===== config.mk =====
export PLATFORM = sky130hd
export DESIGN_NAME = tohost_monitor
export DESIGN_NICKNAME = d
export VERILOG_FILES = /design/src/rtl/tohost_monitor_pkg.sv /design/src/rtl/tohost_awq.sv /design/src/rtl/tohost_monitor.sv
export SDC_FILE = /design/constraint.sdc
export NUM_CORES = 1
export LEC_CHECK = 0
export CORE_UTILIZATION = 57
export DETAILED_ROUTE_END_ITERATION = 8
export HOLD_SLACK_MARGIN = 0.05
export PLACE_DENSITY = 0.84
export SKIP_CTS_REPAIR_TIMING = 1
export SLEW_MARGIN = 30
export SYNTH_ARGS = -nofsm -noshare
export SYNTH_HDL_FRONTEND = slang
export SYNTH_SLANG_ARGS = --single-unit
export TNS_END_PERCENT = 1

===== constraint.sdc =====
create_clock -name ACLK -period 3.6 [get_ports ACLK]
set_input_delay 0.54 -clock ACLK [delete_from_list [all_inputs] [get_ports ACLK]]
set_output_delay 0.54 -clock ACLK [all_outputs]
set_load 0.02 [all_outputs]

===== src/rtl/tohost_monitor_pkg.sv =====
// Shared types and register map for the tohost completion monitor.
// FSM state encoding matches the STATUS.state field.
package tohost_monitor_pkg;

    typedef enum logic [1:0] {
        ST_IDLE     = 2'd0,
        ST_RUNNING  = 2'd1,
        ST_FINISHED = 2'd2,
        ST_TIMEOUT  = 2'd3
    } state_e;

    localparam logic [15:0] OFF_STATUS  = 16'h0000;
    localparam logic [15:0] OFF_CTRL    = 16'h0004;
    localparam logic [15:0] OFF_TLIMIT  = 16'h0008;
    localparam logic [15:0] OFF_CYCLES  = 16'h000C;
    localparam logic [15:0] OFF_CH_BASE = 16'h0010;  // per channel: +0 TOHOST_ADDR, +4 RESULT, stride 8

    localparam int CTRL_ARM_BIT   = 0;
    localparam int CTRL_CLEAR_BIT = 1;

    function automatic logic [31:0] be_merge(input logic [31:0] cur,
                                             input logic [31:0] wd,
                                             input logic [3:0]  be);
        logic [31:0] r;
        r = cur;
        for (int b = 0; b < 4; b++) begin
            if (be[b]) r[b*8 +: 8] = wd[b*8 +: 8];
        end
        return r;
    endfunction

endpackage


===== src/rtl/tohost_awq.sv =====
// Synchronous FIFO of snooped AW entries awaiting their W burst.
// Pushes into a full queue are refused; the caller flags the overflow.
module tohost_awq #(
    parameter int DEPTH = 4,
    parameter int W     = 40
) (
    input  logic         clk_i,
    input  logic         rst_ni,
    input  logic         flush_i,
    input  logic         push_i,
    input  logic         pop_i,
    input  logic [W-1:0] din_i,
    output logic [W-1:0] dout_o,
    output logic         full_o,
    output logic         empty_o
);

    localparam int PW = $clog2(DEPTH);

    logic [W-1:0] mem_q [DEPTH];
    logic [PW:0]  wptr_q, wptr_d, rptr_q, rptr_d;
    logic         do_push, do_pop;

    // Extra pointer bit distinguishes full from empty when indices match.
    assign empty_o = (wptr_q == rptr_q);
    assign full_o  = (wptr_q[PW] != rptr_q[PW]) && (wptr_q[PW-1:0] == rptr_q[PW-1:0]);
    assign do_push = push_i & ~full_o;
    assign do_pop  = pop_i & ~empty_o;
    assign dout_o  = mem_q[rptr_q[PW-1:0]];

    always_comb begin
        wptr_d = wptr_q;
        rptr_d = rptr_q;
        if (flush_i) begin
            wptr_d = '0;
            rptr_d = '0;
        end else begin
            if (do_push) wptr_d = wptr_q + {{PW{1'b0}}, 1'b1};
            if (do_pop)  rptr_d = rptr_q + {{PW{1'b0}}, 1'b1};
        end
    end

    always_ff @(posedge clk_i or negedge rst_ni) begin
        if (!rst_ni) begin
            wptr_q <= '0;
            rptr_q <= '0;
            for (int i = 0; i < DEPTH; i++) mem_q[i] <= '0;
        end else begin
            wptr_q <= wptr_d;
            rptr_q <= rptr_d;
            if (!flush_i && do_push) mem_q[wptr_q[PW-1:0]] <= din_i;
        end
    end

endmodule


===== src/rtl/tohost_monitor.sv =====
// Passive AXI write snooper that latches tohost results per channel and
// reports run completion or timeout through a small register block.
module tohost_monitor
    import tohost_monitor_pkg::*;
#(
    parameter int          NCH       = 1,
    parameter int          ADDR_W    = 32,
    parameter int          DATA_W    = 32,
    parameter int          AWQ_DEPTH = 4,
    parameter logic [15:0] REG_BASE  = 16'h1100
) (
    input  logic                ACLK,
    input  logic                ARESETN,
    input  logic                S_AWVALID,
    input  logic                S_AWREADY,
    input  logic [ADDR_W-1:0]   S_AWADDR,
    input  logic [7:0]          S_AWLEN,
    input  logic                S_WVALID,
    input  logic                S_WREADY,
    input  logic                S_WLAST,
    input  logic [DATA_W-1:0]   S_WDATA,
    input  logic [DATA_W/8-1:0] S_WSTRB,
    input  logic [15:0]         WRADDR,
    input  logic [3:0]          BYTEEN,
    input  logic                WREN,
    input  logic [31:0]         WDATA,
    input  logic [15:0]         RDADDR,
    input  logic                RDEN,
    output logic [31:0]         RDATA,
    output logic                DONE,
    output logic                PASS
);

    state_e      state_q, state_d;
    logic [31:0] tlimit_q, tlimit_d;
    logic [31:0] cycles_q, cycles_d;
    logic [31:0] tohost_q [NCH];
    logic [31:0] tohost_d [NCH];
    logic [31:0] result_q [NCH];
    logic [31:0] result_d [NCH];
    logic [NCH-1:0] done_q, done_d;
    logic        ovf_q, ovf_d;
    logic [31:0] rdata_q, rdata_d;

    // ---------------- register write decode ----------------
    logic [15:0] woff, roff;
    logic        ctrl_wr, arm, clr, flush;

    assign woff    = WRADDR - REG_BASE;
    assign roff    = RDADDR - REG_BASE;
    assign ctrl_wr = WREN && (woff == OFF_CTRL) && BYTEEN[0];
    assign arm     = ctrl_wr & WDATA[CTRL_ARM_BIT];
    assign clr     = ctrl_wr & WDATA[CTRL_CLEAR_BIT];
    assign flush   = arm | clr;

    // ---------------- AXI snoop ----------------
    logic                  run, aw_hs, w_hs, beat0, w_end;
    logic                  pair_direct, buf_resolve, aw_consumed, awq_req;
    logic                  q_push, q_pop, q_full, q_empty;
    logic [ADDR_W+7:0]     q_head;
    logic                  in_burst_q, in_burst_d;
    logic                  buf_vld_q, buf_vld_d, buf_last_q, buf_last_d, buf_load;
    logic [DATA_W-1:0]     buf_data_q, buf_data_d;
    logic [DATA_W/8-1:0]   buf_strb_q, buf_strb_d;

    // Snooping is frozen on the ARM/CLEAR cycle so the flush cannot race a push.
    assign run   = (state_q == ST_RUNNING) & ~flush;
    assign aw_hs = run & S_AWVALID & S_AWREADY;
    assign w_hs  = run & S_WVALID & S_WREADY;
    assign beat0 = w_hs & ~in_burst_q;
    assign w_end = w_hs & S_WLAST;

    assign pair_direct = beat0 & q_empty & ~buf_vld_q & aw_hs;
    assign buf_resolve = buf_vld_q & aw_hs;
    // An AW whose burst has already ended (or ends now) never enters the queue.
    assign aw_consumed = (pair_direct & S_WLAST) | (buf_resolve & (buf_last_q | w_end));
    assign awq_req     = aw_hs & ~aw_consumed;
    assign q_push      = awq_req & ~q_full;
    assign q_pop       = w_end & ~buf_vld_q & ~q_empty;
    assign buf_load    = beat0 & q_empty &
                         ((~buf_vld_q & ~aw_hs) | (buf_resolve & buf_last_q));

    tohost_awq #(
        .DEPTH (AWQ_DEPTH),
        .W     (ADDR_W + 8)
    ) u_awq (
        .clk_i   (ACLK),
        .rst_ni  (ARESETN),
        .flush_i (flush),
        .push_i  (q_push),
        .pop_i   (q_pop),
        .din_i   ({S_AWADDR, S_AWLEN}),
        .dout_o  (q_head),
        .full_o  (q_full),
        .empty_o (q_empty)
    );

    always_comb begin
        in_burst_d = in_burst_q;
        buf_vld_d  = buf_vld_q;
        buf_last_d = buf_last_q;
        buf_data_d = buf_data_q;
        buf_strb_d = buf_strb_q;
        if (w_hs) in_burst_d = ~S_WLAST;
        if (buf_resolve)          buf_vld_d  = 1'b0;
        else if (buf_vld_q && w_end) buf_last_d = 1'b1;
        if (buf_load) begin
            buf_vld_d  = 1'b1;
            buf_last_d = S_WLAST;
            buf_data_d = S_WDATA;
            buf_strb_d = S_WSTRB;
        end
        if (flush) begin
            in_burst_d = 1'b0;
            buf_vld_d  = 1'b0;
            buf_last_d = 1'b0;
        end
    end

    // ---------------- beat-0 evaluation ----------------
    logic                ev_vld, ev_ok;
    logic [ADDR_W-1:0]   ev_addr;
    logic [DATA_W-1:0]   ev_data;
    logic [DATA_W/8-1:0] ev_strb;
    logic [31:0]         ev_word;
    logic [3:0]          ev_lstrb;
    logic [NCH-1:0]      match;

    always_comb begin
        ev_vld  = 1'b0;
        ev_addr = q_head[ADDR_W+7:8];
        ev_data = S_WDATA;
        ev_strb = S_WSTRB;
        if (buf_resolve) begin
            ev_vld  = 1'b1;
            ev_addr = S_AWADDR;
            ev_data = buf_data_q;
            ev_strb = buf_strb_q;
        end else if (pair_direct) begin
            ev_vld  = 1'b1;
            ev_addr = S_AWADDR;
        end else if (beat0 && !q_empty && !buf_vld_q) begin
            ev_vld  = 1'b1;
        end
    end

    generate
        if (DATA_W == 64) begin : g_lane64
            assign ev_word  = ev_addr[2] ? ev_data[63:32] : ev_data[31:0];
            assign ev_lstrb = ev_addr[2] ? ev_strb[7:4]   : ev_strb[3:0];
        end else begin : g_lane32
            assign ev_word  = ev_data[31:0];
            assign ev_lstrb = ev_strb[3:0];
        end
    endgenerate

    assign ev_ok = ev_vld & (ev_lstrb == 4'hF) & ev_word[0];

    always_comb begin
        logic [ADDR_W-1:0] th;
        for (int i = 0; i < NCH; i++) begin
            th       = ADDR_W'(tohost_q[i]);
            match[i] = (th[ADDR_W-1:2] == ev_addr[ADDR_W-1:2]);
        end
    end

    logic unused_bits;
    assign unused_bits = ^{q_head[7:0], ev_addr[1:0]};

    // ---------------- registers and run state ----------------
    always_comb begin
        tlimit_d = tlimit_q;
        tohost_d = tohost_q;
        result_d = result_q;
        done_d   = done_q;
        ovf_d    = ovf_q;
        if (WREN && woff == OFF_TLIMIT) tlimit_d = be_merge(tlimit_q, WDATA, BYTEEN);
        for (int i = 0; i < NCH; i++) begin
            if (WREN && woff == OFF_CH_BASE + 16'(8*i))
                tohost_d[i] = be_merge(tohost_q[i], WDATA, BYTEEN);
            if (ev_ok && match[i] && !done_q[i]) begin
                result_d[i] = ev_word;
                done_d[i]   = 1'b1;
            end
        end
        if (awq_req && q_full) ovf_d = 1'b1;
        if (arm) begin
            for (int i = 0; i < NCH; i++) result_d[i] = '0;
            done_d = '0;
            ovf_d  = 1'b0;
        end
    end

    always_comb begin
        state_d  = state_q;
        cycles_d = cycles_q;
        if (state_q == ST_RUNNING && cycles_q != 32'hFFFF_FFFF) cycles_d = cycles_q + 32'd1;
        if (arm) begin
            state_d  = ST_RUNNING;
            cycles_d = '0;
        end else begin
            case (state_q)
                // Completion is tested on the next DONE vector so a last report
                // landing on the timeout cycle still counts as finished.
                ST_RUNNING: begin
                    if (&done_d)                                     state_d = ST_FINISHED;
                    else if (tlimit_q != '0 && cycles_d == tlimit_q) state_d = ST_TIMEOUT;
                end
                ST_FINISHED, ST_TIMEOUT: if (clr) state_d = ST_IDLE;
                default: ;
            endcase
        end
    end

    // ---------------- readback ----------------
    logic [7:0] done8;
    logic       all_one;

    assign done8 = 8'(done_q);

    always_comb begin
        rdata_d = rdata_q;
        if (RDEN) begin
            rdata_d = '0;
            if (roff == OFF_STATUS) rdata_d = {ovf_q, 21'd0, state_q, done8};
            if (roff == OFF_TLIMIT) rdata_d = tlimit_q;
            if (roff == OFF_CYCLES) rdata_d = cycles_q;
            for (int i = 0; i < NCH; i++) begin
                if (roff == OFF_CH_BASE + 16'(8*i))     rdata_d = tohost_q[i];
                if (roff == OFF_CH_BASE + 16'(8*i + 4)) rdata_d = result_q[i];
            end
        end
    end

    always_comb begin
        all_one = 1'b1;
        for (int i = 0; i < NCH; i++) begin
            if (result_q[i] != 32'd1) all_one = 1'b0;
        end
    end

    assign RDATA = rdata_q;
    assign DONE  = (state_q == ST_FINISHED) || (state_q == ST_TIMEOUT);
    assign PASS  = (state_q == ST_FINISHED) && all_one;

    always_ff @(posedge ACLK or negedge ARESETN) begin
        if (!ARESETN) begin
            state_q    <= ST_IDLE;
            tlimit_q   <= '0;
            cycles_q   <= '0;
            done_q     <= '0;
            ovf_q      <= 1'b0;
            rdata_q    <= '0;
            in_burst_q <= 1'b0;
            buf_vld_q  <= 1'b0;
            buf_last_q <= 1'b0;
            buf_data_q <= '0;
            buf_strb_q <= '0;
            for (int i = 0; i < NCH; i++) begin
                tohost_q[i] <= '0;
                result_q[i] <= '0;
            end
        end else begin
            state_q    <= state_d;
            tlimit_q   <= tlimit_d;
            cycles_q   <= cycles_d;
            done_q     <= done_d;
            ovf_q      <= ovf_d;
            rdata_q    <= rdata_d;
            in_burst_q <= in_burst_d;
            buf_vld_q  <= buf_vld_d;
            buf_last_q <= buf_last_d;
            buf_data_q <= buf_data_d;
            buf_strb_q <= buf_strb_d;
            tohost_q   <= tohost_d;
            result_q   <= result_d;
        end
    end

endmodule


==> flow_summary.toml, run 1 <==
[status]
run_status = "complete, but fails checks"
failing_checks = "DRC"

[power]
power.leakage_nw = 9.83
power.switching_fraction_pct = 23.4
vdd.ir_drop.worst_mv = 0.417
design_power_total_mw = 8.07
part_of_the_total_power_dissipated_in_combinational_logic_pct = 6.8
powerDensity_nw_per_um2 = 369
power.internal_mw = 6.18
sequentialPowerShare_pct = 46.7
p_clk_share_pct = 46.5
power.switching_mw = 1.88

[floorplanning]
coreArea_sq_um = 30000
initial_core_util_pct = 58.5
boundaryPins = 187
chipHeight_microns = 177
rows = 63
die_area_sq_um = 31400
fp.dieW_microns = 177

[detailed_routing]
met3_length_mm = 4.89
drt-pass1-iter-count = 9
drt_first_iter_violations = 1876
vias = 14400
wirelength_met1_mm = 22.4
drc = 1
antenna_left = 0
detail_route.wl_per_cell_microns = 25.5
met2_length_mm = 26.6
highest_signal_layer_in_the_routed_design = "met4"
drt-vias-per-instance = 6.51
detail_route.wirelength_mm = 56.5

[critical_path]
cp_cell_sequence = "buf_4 > nand3b_1 > or4_4 > a211oi_4 > and3_1 > mux2_2 > a211oi_1 > nand4_1 > nor4_1 > buf_4 > a211o_1"
critical_path_class = "flip-flop to flip-flop"
r2r.worst_path.cells = 11
cpMaxStageDelayCell = "or4_4"
crit_top_cell = "buf_4"
worstSetupStartpoint = "cycles_q[0]$_DFF_PN0_"
cpPeakStageDelay_ns = 0.59
critPathMaxFanout = 5
timing.critical_path.arrival_ns = 3.93
timing.reg2reg.setup_slack_ns = 0.14
timing.rr.end = "state_q[1]$_DFFE_PN0P_"
worst-endpoint-required_ns = 4.07
critical_path.startpoint_type = "flip-flop"
endpoint_kind = "flip-flop"
worst_r2r_startpoint = "cycles_q[0]$_DFF_PN0_"

[synthesis]
yosysSeqAreaShare_pct = 47.0
syn-num-nets = 1684
synth.cell_area_sq_um = 17500
syn-mean-instance-area_sq_um = 11.5
syn_inst = 1525
ys.flop_type = "dfrtp_1"
synth.yosys.warnings = 0
asyncSetResetFlopFracSynth_pct = 100
yosys_register_bits = 329
synth_enable_flop_cells = 0
synthDistinctLibCells = 87

[run]
drv.max_cap_violation_count = 0

[clocking]
clk_path_buf_depth = 3
path_clk_slew_ns = 0.06
cts_tree = "yes"
sink_count = 329
cts_htree_levels = 2
clk-insertion-delay-late_ns = 0.56
number_of_cts_inserted_buffers = 37
cts_root_buf = "clkbuf_16"

[cells_and_area]
multiInputGateArea_sq_um = 8750
synthToLayoutAreaGrowth_pct = 24.9
filler_cell_count = 2079
layout.cells.non_filler = 2219
fin_nets = 1966
insertedDiodeCount = 0
postLayoutCellArea_sq_um = 21900
layout.area.seq_sq_um = 8230
drive_above_1_share_pct = 28.2

[timing]
setup_viol = 0
hold_violations = 0
hold_slack_ns = 0.480
relSlewSlack_pct = 37.0
grt_setup_unrepaired = "false"
timing.setup.tns_ns = 0
post-route-period-util_pct = 96.1
timing.fmax_ghz = 0.289
tightestPinTransition_ns = 0.945
final.setup_skew_ns = 0.0314
post-route-min-period_ns = 3.46
timing.final.max_slew_violations = 0

[global_route]
grt_first_pass_wirelength_mm = 86.3
grt_use_total_pct = 36.7
grt_antenna_before_repair = 0
grt_overflow = 0
number_of_global_route_vias_before_repair = 14600
grt_start_max_net_pins = 81

[hold_path]
worstHoldPathType = "flip-flop to flip-flop"
hp_start = "u_awq.mem_q[147]$_DFFE_PN0P_"
capture_endpoint_of_the_worst_hold_path = "u_awq.mem_q[147]$_DFFE_PN0P_"
worst_hold_path.num_cells = 2

[placement]
io_buffers = 176
detailed_place.area_sq_um = 20700
place_congestion = 1.01
dpl.cell_count = 2157
place_hpwl_mm = 42.2
==> registers in the layout, indices dropped and copies added (netlist names), 4 cells and up <==
| name | count |
|---|---|
| RDATA | 32 |
| buf_data_q | 32 |
| buf_strb_q | 4 |
| cycles_q | 32 |
| result_q | 32 |
| tlimit_q | 32 |
| tohost_q | 32 |
| u_awq.mem_q | 120 |
==> placed cells by master (no fill, tap or decap), types with 33 or more instances in the layout <==
master | netlist | final
a21oi_1 | 63 | 63
buf_4 | 7 | 138
clkbuf_16 | 0 | 37
clkdlybuf4s50_1 | 0 | 174
dfrtp_1 | 329 | 328
inv_1 | 33 | 33
mux2_2 | 250 | 250
mux2i_1 | 54 | 54
nand2_1 | 63 | 63
nand3_1 | 34 | 34
nor2_1 | 149 | 148
xnor2_1 | 57 | 57
==> per-layer routing <==
layer | track usage [%] | vias up
li1 | - | 6226
met3 | 5.72 | 159
met2 | 58.8 | 794
met5 | 0 | -
met1 | 49.3 | 7259
met4 | 16.4 | 0
==> cells by family after synthesis <==
logic type | count (synthesis) | synth area share (%)
DFF | 329 | 47.0
xor gates and xnor gates | 85 | 4.49
buffers and inverters | 119 | 3.13
muxes | 328 | 22.2
adders and majority gates | 6 | 0.429
AOI/OAI and AO/OA | 228 | 9.52
and+or+nand+nor | 430 | 13.2
==> cells in the mapped netlist, drive strengths merged (9+ instances only) <==
cell | number | area (sq um)
a21oi | 63 | 315
a222oi | 28 | 280
a22o | 28 | 245
and3 | 16 | 105
and4 | 12 | 105
buf | 39 | 248
clkbuf | 46 | 173
dfrtp | 329 | 8230
inv | 33 | 124
mux2 | 250 | 2820
mux2i | 54 | 541
mux4 | 24 | 541
nand2 | 64 | 243
nand2b | 9 | 56.3
nand3 | 35 | 180
nand4 | 28 | 188
nor2 | 149 | 559
nor2b | 17 | 106
nor3 | 18 | 105
nor4 | 32 | 236
nor4b | 10 | 115
o21ai | 34 | 174
o22ai | 9 | 56.3
xnor2 | 57 | 499
xor2 | 25 | 219
==> critical path, delay by kind of cell, from the launching register on <==
family / cells / cell delay (ns)
DFF: 1 / 0.41
AOI/OAI and AO/OA: 3 / 0.85
muxes: 1 / 0.34
buffers and inverters: 2 / 0.35
and+or+nand+nor: 5 / 1.45
==> worst max-delay path by stage <==
stage	cells after the start	slack, ns	endpoint
final	11	0.14	state_q[1]$_DFFE_PN0P_
after detailed placement	13	-0.26	result_q[10]$_DFFE_PN0P_
after global placement	13	-0.15	result_q[20]$_DFFE_PN0P_
after floorplan	10	0.48	result_q[10]$_DFFE_PN0P_
after CTS	5	0.20	PASS
after global routing	11	0.03	result_q[5]$_DFFE_PN0P_
==> per-stage QoR <==
stage,util [%],setup slack (ns)
after floorplan,-,0.478
after global placement,69.0,-0.149
after detailed placement,69.0,-0.257
after CTS,73.0,0.197
after global routing,73.0,0.0282
final,73.0,0.140
==> cell type report <==
class | count | share of cell area, %
clock buffers | 46 | 4.48
clock inverters | 15 | 0.972
inverters | 34 | 0.583
multi-input cells | 1077 | 40.0
flip-flops and latches | 329 | 37.6
well taps | 390 | 2.23
repair buffers | 328 | 14.1
==> power by group through the flow <==
stage,registers (mW),clock network (mW),logic [mW]
finish,3.77,3.75,0.545
global route,3.77,3.92,0.587
detailed placement,3.83,0,0.542
floorplan,3.86,0,0.119
global placement,3.83,0,0.529
CTS,3.77,3.79,0.546
Note: power is estimated with default switching activity, not from simulation.
==> run 2, diff against run 1 <==
--- a/config.mk
+++ b/config.mk
@@ -6,6 +6,7 @@
 export NUM_CORES = 1
 export LEC_CHECK = 0
 export CORE_UTILIZATION = 57
+export CTS_CLUSTER_DIAMETER = 80
 export DETAILED_ROUTE_END_ITERATION = 8
 export HOLD_SLACK_MARGIN = 0.05
 export PLACE_DENSITY = 0.84
==> results of run 2 <==
The final DEF is identical to that of run 1; final timing and power are the same.
